`src/rtl/cmp_serial.sv`:
```
// Serial magnitude comparator: walks DIGIT-bit groups MSB first and reports
// l/e/g after a fixed N = WIDTH/DIGIT steps, in unsigned or two's complement mode.
module cmp_serial #(
    parameter int WIDTH = 8,
    parameter int DIGIT = 2
) (
    input  logic             clk,
    input  logic             rst,
    input  logic             start,
    input  logic             sgn,
    input  logic [WIDTH-1:0] a,
    input  logic [WIDTH-1:0] b,
    output logic             busy,
    output logic             done,
    output logic             l,
    output logic             e,
    output logic             g
);

    localparam int N  = WIDTH / DIGIT;
    localparam int CW = (N > 1) ? $clog2(N) : 1;
    localparam logic [WIDTH-1:0] MSB_MASK = WIDTH'(1) << (WIDTH - 1);

    typedef enum logic {
        IDLE = 1'b0,
        RUN  = 1'b1
    } state_t;

    state_t            state_q, state_d;
    logic [CW-1:0]     cnt_q, cnt_d;
    logic [WIDTH-1:0]  a_q, a_d;
    logic [WIDTH-1:0]  b_q, b_d;
    logic              dec_q, dec_d;
    logic              gt_q, gt_d;
    logic              done_q, done_d;
    logic              l_q, l_d;
    logic              e_q, e_d;
    logic              g_q, g_d;

    logic [DIGIT-1:0]  ga_s, gb_s;
    logic              last_s;
    logic              step_dec_s;
    logic              step_gt_s;

    // State register and all datapath flops, reset has priority over everything
    always_ff @(posedge clk) begin
        if (rst) begin
            state_q <= IDLE;
            cnt_q   <= {CW{1'b0}};
            a_q     <= {WIDTH{1'b0}};
            b_q     <= {WIDTH{1'b0}};
            dec_q   <= 1'b0;
            gt_q    <= 1'b0;
            done_q  <= 1'b0;
            l_q     <= 1'b0;
            e_q     <= 1'b0;
            g_q     <= 1'b0;
        end else begin
            state_q <= state_d;
            cnt_q   <= cnt_d;
            a_q     <= a_d;
            b_q     <= b_d;
            dec_q   <= dec_d;
            gt_q    <= gt_d;
            done_q  <= done_d;
            l_q     <= l_d;
            e_q     <= e_d;
            g_q     <= g_d;
        end
    end

    // Next-state logic
    always_comb begin
        state_d = state_q;
        case (state_q)
            IDLE: begin
                if (start) begin
                    state_d = RUN;
                end else begin
                    state_d = IDLE;
                end
            end
            RUN: begin
                if (last_s) begin
                    state_d = IDLE;
                end else begin
                    state_d = RUN;
                end
            end
            default: state_d = IDLE;
        endcase
    end

    // Current step: top group of each shifted operand; first difference wins and sticks
    always_comb begin
        ga_s       = a_q[WIDTH-1 -: DIGIT];
        gb_s       = b_q[WIDTH-1 -: DIGIT];
        last_s     = (state_q == RUN) && (cnt_q == CW'(N - 1));
        step_dec_s = dec_q | (ga_s != gb_s);
        if (dec_q) begin
            step_gt_s = gt_q;
        end else begin
            step_gt_s = (ga_s > gb_s);
        end
    end

    // Datapath: load with MSB offset conversion, then shift one group per step
    always_comb begin
        cnt_d  = cnt_q;
        a_d    = a_q;
        b_d    = b_q;
        dec_d  = dec_q;
        gt_d   = gt_q;
        done_d = 1'b0;
        l_d    = l_q;
        e_d    = e_q;
        g_d    = g_q;
        if ((state_q == IDLE) && start) begin
            cnt_d = {CW{1'b0}};
            a_d   = a ^ (sgn ? MSB_MASK : {WIDTH{1'b0}});
            b_d   = b ^ (sgn ? MSB_MASK : {WIDTH{1'b0}});
            dec_d = 1'b0;
            gt_d  = 1'b0;
        end else if (state_q == RUN) begin
            cnt_d = cnt_q + CW'(1);
            a_d   = a_q << DIGIT;
            b_d   = b_q << DIGIT;
            dec_d = step_dec_s;
            gt_d  = step_gt_s;
            if (last_s) begin
                done_d = 1'b1;
                l_d    = step_dec_s & ~step_gt_s;
                e_d    = ~step_dec_s;
                g_d    = step_dec_s & step_gt_s;
            end else begin
                done_d = 1'b0;
            end
        end else begin
            cnt_d = cnt_q;
        end
    end

    // Outputs: busy decodes the state flop, the rest come straight from flops
    always_comb begin
        busy = (state_q == RUN);
        done = done_q;
        l    = l_q;
        e    = e_q;
        g    = g_q;
    end

endmodule

```
`config.mk`:
```
export PLATFORM = sky130hd
export DESIGN_NAME = cmp_serial
export DESIGN_NICKNAME = d
export VERILOG_FILES = /design/src/rtl/cmp_serial.sv
export SDC_FILE = /design/constraint.sdc
export NUM_CORES = 1
export LEC_CHECK = 0
export CORE_ASPECT_RATIO = 1.25
export CORE_MARGIN = 8
export CORE_UTILIZATION = 48
export DETAILED_ROUTE_END_ITERATION = 12
export PLACE_DENSITY = 0.77
export RECOVER_POWER = 50
export SLEW_MARGIN = 20
export SYNTH_ARGS = -nofsm -noshare
export SYNTH_HDL_FRONTEND = slang
export SYNTH_SLANG_ARGS = --single-unit
```
`constraint.sdc`:
```
create_clock -name clk -period 1.68 [get_ports clk]
set_input_delay 0.336 -clock clk [delete_from_list [all_inputs] [get_ports clk]]
set_output_delay 0.336 -clock clk [all_outputs]
set_load 0.02 [all_outputs]
```
==> out/qor.log, run 1 <==
[routing] total routed wirelength 2217 um
[synthesis] Synth top area share 44.94%
[cts] maximum level of the CTS H-tree 1
[cells_and_area] Area Overhead vs Synth 24.27%
[critical_path] number of buffers and inverters on the critical path 1
[routing] Routed met1 length 1004 um
[die] std cell rows 19
[pwr] total power divided by cell area 807.1 nW/um^2
[pwr] standby leakage power 0.0005836 uW
[die] IO Count 25
[routing] uppermost metal layer occupied by signal nets met4
[global_route] antenna violations before repair 0
[sta] fin crit period 1628 ps
[die] Initial Utilization 50.37%
[synthesis] net count after synthesis 149
[cts] number of hold-repair buffers added at the cts stage 0
[cells_and_area] fraction of layout instances using a drive strength above 1 5.405%
[sta] Total Neg Setup Slack 0 ps
[global_route] pin count of the biggest net entering global routing 34
[sta] setup repair after global routing missed its margin false
[synthesis] post-synthesis cell area 1114 sq um
[hold_path] source of the worst hold timing path b_q[5]
[routing] via count 900
[routing] detailed-route vias per instance 5.028
[hold_path] Hold EP b_q[7]
[sta] count of endpoints failing setup in the final report 0
[pwr] post-layout total power 1117 uW
[pwr] VDD IR max 0.8002 mV
[cts] clock-pin slew of the registers on the worst-case setup and hold paths 130 ps
[critical_path] endpoint class of the critical path output pin
[placement] worst setup slack before clock tree synthesis 68.78 ps
[critical_path] Reg2Reg Launch Point busy
[critical_path] Top Family by Delay on Critical Path buffers and inverters
[routing] Final ANT Viol Nets 0
[cells_and_area] count of nets after finishing 172
[critical_path] capture point of the worst reg-to-reg path b_q[7]
[critical_path] critical-path maximum fanout 2
[global_route] first-pass GRT wire length 3822 um
[synthesis] share of the synthesized netlist area taken by xor and xnor gates 1.573%
[placement] gp weighted congestion 0.7833
[cts] insertion delay of the later-clocked pin in the worst-skew pair 330 ps
[routing] detailed-route DRC error count 0
[synthesis] Yosys top cell by area sky130_fd_sc_hd__dfxtp_1
[routing] routed len/inst 12.39 um
[sta] actual slew at the worst max-slew pin 593.3 ps
[critical_path] worst endpoint data arrival time 1290 ps
[sta] worst slew margin relative to its limit 60.45%
[critical_path] required time of the critical path 1340 ps
[critical_path] Reg2Reg Setup Slack 220 ps
[cts] post-CTS setup buffer count 0
[die] CORE AREA 2211 sq um
[critical_path] CP cell instances clkdlybuf4s50_1
[critical_path] type of origin of the critical path register
[cts] total of cells resized after clock tree synthesis 0
[placement] Detail Placement HPWL 1619 um
[sta] clock skew after layout 5.855 ps
[cts] CTS tree yes
[synthesis] syn avg cell area 8.838 sq um
[die] Die Span X 59.08 um
[placement] count of input and output buffers 24
[synthesis] multiplexer share of the synthesized area 13.48%
[cts] clock buffers created by TritonCTS 3
[sta] share of the clock period used by the worst path 96.92%
[routing] met2 wirelength from detailed routing 1057 um
[job] count of maximum capacitance violations 0
[routing] met3 wire length 92 um
[synthesis] simple logic cell fraction of the synthesized area 16.29%
[synthesis] area fraction in compound gates after synthesis 13.03%
[die] chip height 69.85 um
[global_route] Global Route Usage Sum 11.68%
[cells_and_area] diode count 0
[sta] Fmax 614.2 MHz
[cts] total clock sinks 25
[synthesis] Synth Instances 126
[critical_path] slowest cell on the critical path sky130_fd_sc_hd__clkdlybuf4s50_1
[die] total die area 4127 sq um
[critical_path] Setup CP Type reg2out
[synthesis] #FFs+latches synth 25
[synthesis] share of the yosys chip area belonging to registers 44.94%
[hold_path] worst hold path cell count 2
[sta] final number of max-transition violations 0
[routing] drt first pass iters 4
[cts] CTS max path bufs 2
[cts] buffer cell driving the clock tree root sky130_fd_sc_hd__clkbuf_4
[sta] Final Hold Vio Count 0
[synthesis] main combinational cell family by area after synthesis simple AND/OR/NAND/NOR gates
[critical_path] Worst path max stage delay 610 ps
[critical_path] depth of the worst register-to-register path 3
[synthesis] Netlist cell types 25
[hold_path] Worst Hold Class reg2reg
[synthesis] Ys Warns 0
[routing] count of routing violations after the opening detailed-route iteration 30
[global_route] vias in the first global route 892
[sta] worst path setup slack after routing 51.82 ps
[global_route] overall overflow remaining after global route 0
[outcome] outcome finished clean
[synthesis] adder and majority gate portion of the synthesized area 3.371%
[synthesis] top cells by area in the synthesized netlist sky130_fd_sc_hd__dfxtp_1 45%, sky130_fd_sc_hd__mux2i_1 13%, sky130_fd_sc_hd__nor2_1 11%
-- tightest hold or removal path: stages (launching register included) --
cell	delay [ps]
sky130_fd_sc_hd__dfxtp_1	330
sky130_fd_sc_hd__nand2_1	50
sky130_fd_sc_hd__o22ai_1	60
-- worst max path at each step --
stage                     cells past startpoint    from  endpoint
after floorplan                               6  b_q[7]         l
after global placement                        6   start    a_q[4]
after detailed placement                      6   start    a_q[4]
after CTS                                     1       e         e
after global routing                          1       g         g
final                                         1       l         l
-- metal layers --
metal  GRT usage (%)  vias up
met2           19.71       20
li1                -      467
met1           12.51      408
met5               0        -
met3           2.198        5
met4           8.000        0
-- where the power goes --
part           leakage [uW]  switching (uW)  internal (uW)  total (uW)
clock             0.0000150             182           93.2         275
sequential         0.000205            17.8            624         641
combinational      0.000364            96.1            105         201
total              0.000584             296            821        1120
-- state kept, by name, indices dropped and copies added (netlist names) --
signal	flops
busy	1
a_q	8
e	1
b_q	8
g	1
dec_q	1
cnt_q	2
done	1
l	1
gt_q	1
-- cell families after synthesis --
| family | count (synthesis) |
|---|---|
| and+or+nand+nor | 43 |
| AOI/OAI and AO/OA | 26 |
| DFF | 25 |
| muxes | 15 |
| buffers and inverters | 12 |
| adders and majority gates | 3 |
| xor gates and xnor gates | 2 |
-- cell usage after synthesis --
library cell               count
sky130_fd_sc_hd__clkbuf_1      3
sky130_fd_sc_hd__xnor2_1       2
sky130_fd_sc_hd__ha_1          3
sky130_fd_sc_hd__and2b_2       1
sky130_fd_sc_hd__nor2_1       34
sky130_fd_sc_hd__a311oi_1      1
sky130_fd_sc_hd__a21oi_1      18
sky130_fd_sc_hd__a211oi_1      2
sky130_fd_sc_hd__o21ai_1       1
sky130_fd_sc_hd__or2_0         1
sky130_fd_sc_hd__o21ai_0       1
sky130_fd_sc_hd__a32oi_1       1
sky130_fd_sc_hd__clkbuf_2      1
sky130_fd_sc_hd__nor2b_1       1
sky130_fd_sc_hd__inv_1         3
sky130_fd_sc_hd__o22ai_1       2
sky130_fd_sc_hd__buf_6         1
sky130_fd_sc_hd__buf_12        1
sky130_fd_sc_hd__nand3b_1      1
sky130_fd_sc_hd__nor3b_1       1
sky130_fd_sc_hd__mux2i_1      15
sky130_fd_sc_hd__dfxtp_1      25
sky130_fd_sc_hd__nand2_1       3
sky130_fd_sc_hd__buf_4         3
sky130_fd_sc_hd__nand2_2       1
-- stage by stage --
step                cells  area, sq um  utilization (%)  hold WS (ps)
CTS                   179         1384            62.59         480.8
global placement      175         1358            61.40         457.3
detailed placement    175         1358            61.40         461.5
finish                179         1384            62.59         477.6
global route          179         1384            62.59         502.3
floorplan             126         1114                -         414.5
-- cell usage in the layout, fill, tap and decap left out --
master,netlist,routed
sky130_fd_sc_hd__buf_12,1,1
sky130_fd_sc_hd__a211oi_1,2,2
sky130_fd_sc_hd__xnor2_1,2,2
sky130_fd_sc_hd__nor2_1,34,34
sky130_fd_sc_hd__nand2_2,1,1
sky130_fd_sc_hd__nand2_1,3,3
sky130_fd_sc_hd__inv_1,3,3
sky130_fd_sc_hd__dlymetal6s2s_1,0,1
sky130_fd_sc_hd__dfxtp_1,25,25
sky130_fd_sc_hd__clkbuf_4,0,3
sky130_fd_sc_hd__nand3b_1,1,1
sky130_fd_sc_hd__or2_0,1,1
sky130_fd_sc_hd__buf_4,3,1
sky130_fd_sc_hd__o22ai_1,2,2
sky130_fd_sc_hd__clkbuf_1,3,1
sky130_fd_sc_hd__a311oi_1,1,1
sky130_fd_sc_hd__o21ai_0,1,1
sky130_fd_sc_hd__nor2b_1,1,1
sky130_fd_sc_hd__mux2i_1,15,15
sky130_fd_sc_hd__o21ai_1,1,1
sky130_fd_sc_hd__a32oi_1,1,1
sky130_fd_sc_hd__ha_1,3,3
sky130_fd_sc_hd__a21oi_1,18,18
sky130_fd_sc_hd__clkbuf_2,1,1
sky130_fd_sc_hd__and2b_2,1,1
sky130_fd_sc_hd__nor3b_1,1,1
sky130_fd_sc_hd__clkdlybuf4s50_1,0,23
-- cell type report --
type,instances,area [sq um]
fillers,188,827.0
inverters,3,11.26
repair buffers,27,275.3
well taps,31,38.79
flip-flops and latches,25,500.5
clock buffers,4,26.28
multi-input cells,89,531.8
(Power assumes the default switching activity.)
==> run 2, diff against run 1 <==
CORE_UTILIZATION = 50   (was 48)
DONT_BUFFER_PORTS = 1   (was unset)
PLACE_DENSITY = unset   (was 0.77)
REMOVE_ABC_BUFFERS = 1   (was unset)
==> run 2 against run 1 <==
  * Die area shrank 3.0%
  * Largest power group unchanged
  * Wire length shrank 9.2%
  * Worst setup slack gained 230 ps
  * Clock skew shrank 0.78 ps
  * Sequential cell count is the same
  * Maximum frequency grew 17%
  * First-iteration DRC count grew 13%
  * Non-clock buffer count shrank 25
  * Via count shrank 11%
  * Hold slack lost 400 ps
==> out/qor.log, run 2 (synthesis gave the netlist of run 1 again) <==
[pwr] share of power burned in combinational logic 12.3%
[cts] total of cells resized after clock tree synthesis 0
[cells_and_area] fill count 216
[pwr] post-layout total power 1027 uW
[critical_path] Setup CP Type reg2out
[placement] gp weighted congestion 0.7281
[critical_path] critical-path maximum fanout 11
[cells_and_area] post-layout utilization of the core 51.82%
[critical_path] capture point of the worst reg-to-reg path l
[global_route] antenna violations before repair 0
[critical_path] Reg2Reg Launch Point b_q[7]
[pwr] Internal Dissipation 776.8 uW
[sta] Fmax 717.3 MHz
[outcome] outcome finished clean
[sta] actual slew at the worst max-slew pin 425.1 ps
[cells_and_area] filler-free cell count of the finished design 154
[routing] detailed-route vias per instance 5.221
[sta] worst path setup slack after routing 285.8 ps
[critical_path] CP cell instances buf_4
[job] count of maximum capacitance violations 0
[cells_and_area] count of nets after finishing 147
[routing] detailed-route DRC error count 0
[sta] fin crit period 1394 ps
[sta] clock skew after layout 5.075 ps
[pwr] proportion of total power due to net switching 24.35%
[hold_path] Worst Hold Class in2reg
[sta] Total Neg Setup Slack 0 ps
[cts] CTS tree yes
[die] std cell rows 19
[cts] buffer cell driving the clock tree root sky130_fd_sc_hd__clkbuf_4
[cells_and_area] diode count 0
[cts] clock-pin slew of the registers on the worst-case setup and hold paths 130 ps
[cells_and_area] commonest cells after routing, fill and taps aside 34 x sky130_fd_sc_hd__nor2_1, 25 x sky130_fd_sc_hd__dfxtp_1, 18 x sky130_fd_sc_hd__a21oi_1, 15 x sky130_fd_sc_hd__mux2i_1, 4 x sky130_fd_sc_hd__nand2_1
[cells_and_area] registers with the most flip-flops a_q: 8 flops, b_q: 8 flops, cnt_q: 2 flops
[global_route] first-pass GRT wire length 3546 um
[pwr] fraction of power consumed by the clock network 25.0%
[routing] total routed wirelength 2013 um
[cts] insertion delay of the later-clocked pin in the worst-skew pair 310 ps
[cts] maximum level of the CTS H-tree 1
[critical_path] Worst path max stage delay 490 ps
[routing] drt first pass iters 4
[cts] post-CTS setup buffer count 0
[pwr] standby leakage power 0.0004640 uW
[routing] via count 804
[sta] count of endpoints failing setup in the final report 0
[global_route] vias in the first global route 786
[sta] worst slew margin relative to its limit 71.66%
[global_route] overall overflow remaining after global route 0
[routing] routed len/inst 13.07 um
[critical_path] worst endpoint data arrival time 1060 ps
[cells_and_area] Area Overhead vs Synth 0.6746%
[sta] setup repair after global routing missed its margin false
[cells_and_area] Multi-input gate area 529.3 sq um
[cts] CTS max path bufs 2
[placement] worst setup slack before clock tree synthesis 403.6 ps
[die] IO Count 25
[cts] clock buffers created by TritonCTS 3
[cells_and_area] area of all sequential standard cells 500.5 sq um
[critical_path] number of buffers and inverters on the critical path 1
[placement] number of placed instances with taps included 150
[pwr] VDD IR max 0.6707 mV
[cells_and_area] most common cell after layout, fill and taps aside sky130_fd_sc_hd__nor2_1
[critical_path] slowest cell on the critical path sky130_fd_sc_hd__dfxtp_1
[routing] count of routing violations after the opening detailed-route iteration 34
[pwr] sequential cell fraction of total power 62.7%
[cells_and_area] fraction of layout instances using a drive strength above 1 4.878%
[cts] total clock sinks 25
[critical_path] endpoint class of the critical path output pin
[critical_path] Top Family by Delay on Critical Path flip-flops
[placement] count of input and output buffers 0
[global_route] pin count of the biggest net entering global routing 23
[critical_path] required time of the critical path 1340 ps
[die] CORE AREA 2163 sq um
[placement] Detail Placement HPWL 1461 um
[die] total die area 4003 sq um
[routing] Final ANT Viol Nets 0
[sta] final number of max-transition violations 0
[hold_path] Hold EP a_q[6]
[cts] number of hold-repair buffers added at the cts stage 0
[sta] Final Hold Vio Count 0
[hold_path] worst hold path cell count 1
[pwr] switching power 250.1 uW
[die] Die Span X 58.21 um
[critical_path] type of origin of the critical path register
[hold_path] source of the worst hold timing path rst
[pwr] total power divided by cell area 916.0 nW/um^2
[die] chip height 68.77 um
[critical_path] Reg2Reg Setup Slack 370 ps
[critical_path] depth of the worst register-to-register path 6
[global_route] Global Route Usage Sum 11.34%
[sta] share of the clock period used by the worst path 82.99%
[die] Initial Utilization 51.47%
==> run 2: changes by cell type in the layout (fill, tap and decap cells not counted) <==
cell / change
sky130_fd_sc_hd__nand2_2: -1
sky130_fd_sc_hd__buf_4: +1
sky130_fd_sc_hd__clkbuf_2: -1
sky130_fd_sc_hd__dlymetal6s2s_1: -1
sky130_fd_sc_hd__buf_12: -1
sky130_fd_sc_hd__nand2_1: +1
sky130_fd_sc_hd__clkdlybuf4s50_1: -23
==> run 2: worst max path at each step <==
stage | startpoint | slack [ps] | cells past startpoint | endpoint
3_5_place_dp | b_q[7] | 400 | 6 | l
2_1_floorplan | busy | 160 | 4 | l
3_3_place_gp | b_q[7] | 440 | 6 | l
5_1_grt | busy | 180 | 1 | busy
4_1_cts | busy | 230 | 1 | busy
6_report | busy | 290 | 1 | busy
==> run 2: stage by stage <==
stage	hold WS (ps)	instance area, sq um
2_1_floorplan	408.1	1044
3_3_place_gp	410.5	1097
3_5_place_dp	413.1	1097
4_1_cts	62.29	1124
5_1_grt	52.30	1121
6_report	75.66	1121
==> run 2: per-layer routing <==
layer / wire length [um] / global-route usage (%) / share of wire (%) / vias to the layer above
li1: - / - / - / 421
met1: 869 / 12.54 / 43 / 351
met2: 947 / 19.55 / 47 / 28
met3: 171 / 3.525 / 8.5 / 4
met4: 24 / 5.521 / 1.2 / 0
met5: 0 / 0 / 0 / -
==> run 2: area by class of cell <==
class                      count  area share [%]
clock buffer                   4           2.344
sequential                    25           44.64
timing repair buffer           2           1.339
multi-input combinational     89           47.21
inverter                       3           1.004
tap                           31           3.460
==> run 2: power groups by stage <==
stage	clock [uW]	combinational, uW	sequential [uW]
finish	256	127	644
global route	292	147	649
CTS	274	128	645
detailed placement	0	127	658
global placement	0	122	656
floorplan	0	93.9	662
==> run 3, diff against run 2 <==
PLACE_DENSITY = 0.68   (was unset)
clock period = 1.2 ns   (was 1.68 ns; I/O delays follow)
==> run 3 against run 2 <==
  * The run now ends with hold timing left
  * Global-route usage is 1.0 points lower
  * Worst setup slack worse by 270 ps
  * Critical path depth is 5 higher
  * Critical path type is now reg2reg
  * Highest routed layer unchanged
==> out/qor.log, run 3 (synthesis gave the netlist of run 1 again) <==
[global_route] Global Route Usage Sum 10.29%
[die] total die area 4003 sq um
[cts] insertion delay of the later-clocked pin in the worst-skew pair 310 ps
[cts] buffer cell driving the clock tree root sky130_fd_sc_hd__clkbuf_4
[pwr] switching power 382.0 uW
[pwr] proportion of total power due to net switching 25.63%
[pwr] total power divided by cell area 1253 nW/um^2
[cts] CTS max path bufs 2
[global_route] vias in the first global route 741
[sta] worst slew margin relative to its limit 73.94%
[critical_path] Reg2Reg Launch Point b_q[7]
[critical_path] endpoint class of the critical path register
[placement] gp weighted congestion 0.7351
[critical_path] Worst path max stage delay 360 ps
[sta] clock skew after layout 9.846 ps
[routing] count of routing violations after the opening detailed-route iteration 28
[critical_path] number of buffers and inverters on the critical path 1
[pwr] VDD IR max 0.9515 mV
[critical_path] slowest cell on the critical path sky130_fd_sc_hd__dfxtp_2
[critical_path] capture point of the worst reg-to-reg path l
[hold_path] worst hold path cell count 1
[critical_path] CP cell instances inv_2 > ha_4 > nor2b_4 > o21ai_2 > a32oi_1 > nor2_1
[cells_and_area] most common cell after layout, fill and taps aside sky130_fd_sc_hd__nor2_1
[die] Die Span X 58.21 um
[routing] Final ANT Viol Nets 0
[routing] detailed-route DRC error count 0
[sta] share of the clock period used by the worst path 98.74%
[hold_path] source of the worst hold timing path rst
[sta] count of endpoints failing setup in the final report 0
[sta] Fmax 843.9 MHz
[outcome] failing checks hold timing
[cells_and_area] fraction of layout instances using a drive strength above 1 15.87%
[placement] count of input and output buffers 0
[routing] drt first pass iters 4
[routing] via count 815
[pwr] share of power burned in combinational logic 14.0%
[outcome] outcome finished with violations
[hold_path] Hold EP b_q[6]
[global_route] pin count of the biggest net entering global routing 23
[critical_path] depth of the worst register-to-register path 6
[cts] CTS tree yes
[global_route] first-pass GRT wire length 3249 um
[die] CORE AREA 2163 sq um
[sta] Final Hold Vio Count 19
[critical_path] Top Family by Delay on Critical Path flip-flops
[routing] detailed-route vias per instance 5.191
[critical_path] worst endpoint data arrival time 1400 ps
[hold_path] Worst Hold Class in2reg
[critical_path] required time of the critical path 1420 ps
[placement] number of placed instances with taps included 153
[critical_path] Setup CP Type reg2reg
[critical_path] critical-path maximum fanout 3
[cells_and_area] diode count 0
[cts] total clock sinks 25
[global_route] overall overflow remaining after global route 0
[cells_and_area] count of nets after finishing 150
[pwr] fraction of power consumed by the clock network 25.2%
[sta] final number of max-transition violations 0
[pwr] sequential cell fraction of total power 60.8%
[pwr] standby leakage power 0.0004806 uW
[placement] DP Area 1120 sq um
[die] chip height 68.77 um
[die] Initial Utilization 51.47%
[cts] clock buffers created by TritonCTS 3
[cts] clock-pin slew of the registers on the worst-case setup and hold paths 140 ps
[cts] maximum level of the CTS H-tree 1
[critical_path] Reg2Reg Setup Slack 20 ps
[global_route] antenna violations before repair 0
[routing] total routed wirelength 2045 um
[cells_and_area] Area Overhead vs Synth 6.854%
[placement] Detail Placement HPWL 1478 um
[sta] setup repair after global routing missed its margin true
[sta] actual slew at the worst max-slew pin 391.0 ps
[critical_path] type of origin of the critical path register
[die] std cell rows 19
[cells_and_area] Design Area, Final 1190 sq um
[die] IO Count 25
[cells_and_area] filler-free cell count of the finished design 157
[cells_and_area] commonest cells after routing, fill and taps aside 34 x sky130_fd_sc_hd__nor2_1, 21 x sky130_fd_sc_hd__dfxtp_1, 17 x sky130_fd_sc_hd__a21oi_1, 15 x sky130_fd_sc_hd__mux2i_1
[sta] final hold slack -36.78 ps
[cells_and_area] registers with the most flip-flops a_q: 8 flops, b_q: 8 flops, cnt_q: 2 flops
[routing] routed len/inst 13.03 um
[job] count of maximum capacitance violations 0
[sta] fin crit period 1185 ps
[pwr] Internal Dissipation 1109 uW
## run 3: cell types whose count changed in the layout (fill, tap and decap cells not counted), moves of 2 or more
cell / delta
sky130_fd_sc_hd__ha_1: -3
sky130_fd_sc_hd__ha_4: +2
sky130_fd_sc_hd__dfxtp_2: +3
sky130_fd_sc_hd__dfxtp_1: -4
## run 3: metal layers
layer	share of wire (%)	GRT usage (%)
met4	0.68	3.681
met1	45	12.31
met5	0	0
met2	46	17.18
met3	8.3	3.154
## run 3: area by class of cell
cell class | instances | area, sq um
fillers | 204 | 973.4
multi-input cells | 89 | 574.3
flip-flops and latches | 25 | 508.0
well taps | 31 | 38.79
repair buffers | 5 | 27.53
clock buffers | 3 | 22.52
inverters | 3 | 11.26
clock inverters | 1 | 7.507
## run 3: power groups by stage
stage,combinational [uW],clock (uW),sequential [uW]
final,209,376,906
after global routing,233,433,912
after detailed placement,186,0,921
after floorplan,131,0,927
after global placement,180,0,918
after CTS,214,393,907
## run 3: worst max-delay path by stage
stage | start | to | depth (start not counted)
after floorplan | busy | l | 4
after global placement | b_q[7] | l | 6
after detailed placement | b_q[7] | l | 6
after CTS | b_q[7] | gt_q | 5
after global routing | b_q[7] | l | 6
final | b_q[7] | l | 6
## run 3: per-stage QoR
| step | power, uW | setup TNS, ps | util (%) | setup WS [ps] |
|---|---|---|---|---|
| finish | 1491 | 0 | 55.00 | 15.06 |
| global route | 1578 | -74.40 | 55.00 | -38.77 |
| CTS | 1514 | 0 | 55.23 | 5.742 |
| floorplan | 1058 | -4123 | - | -318.1 |
| detailed placement | 1107 | -214.1 | 51.76 | -100.8 |
| global placement | 1098 | -42.59 | 51.76 | -36.81 |
## run 3: repair_timing
item,CTS,global route
endpoints found under the hold margin,19,20
resized for setup,11,2
endpoints found under the setup margin,4,3
setup buffers,0,0
pin swaps,5,1
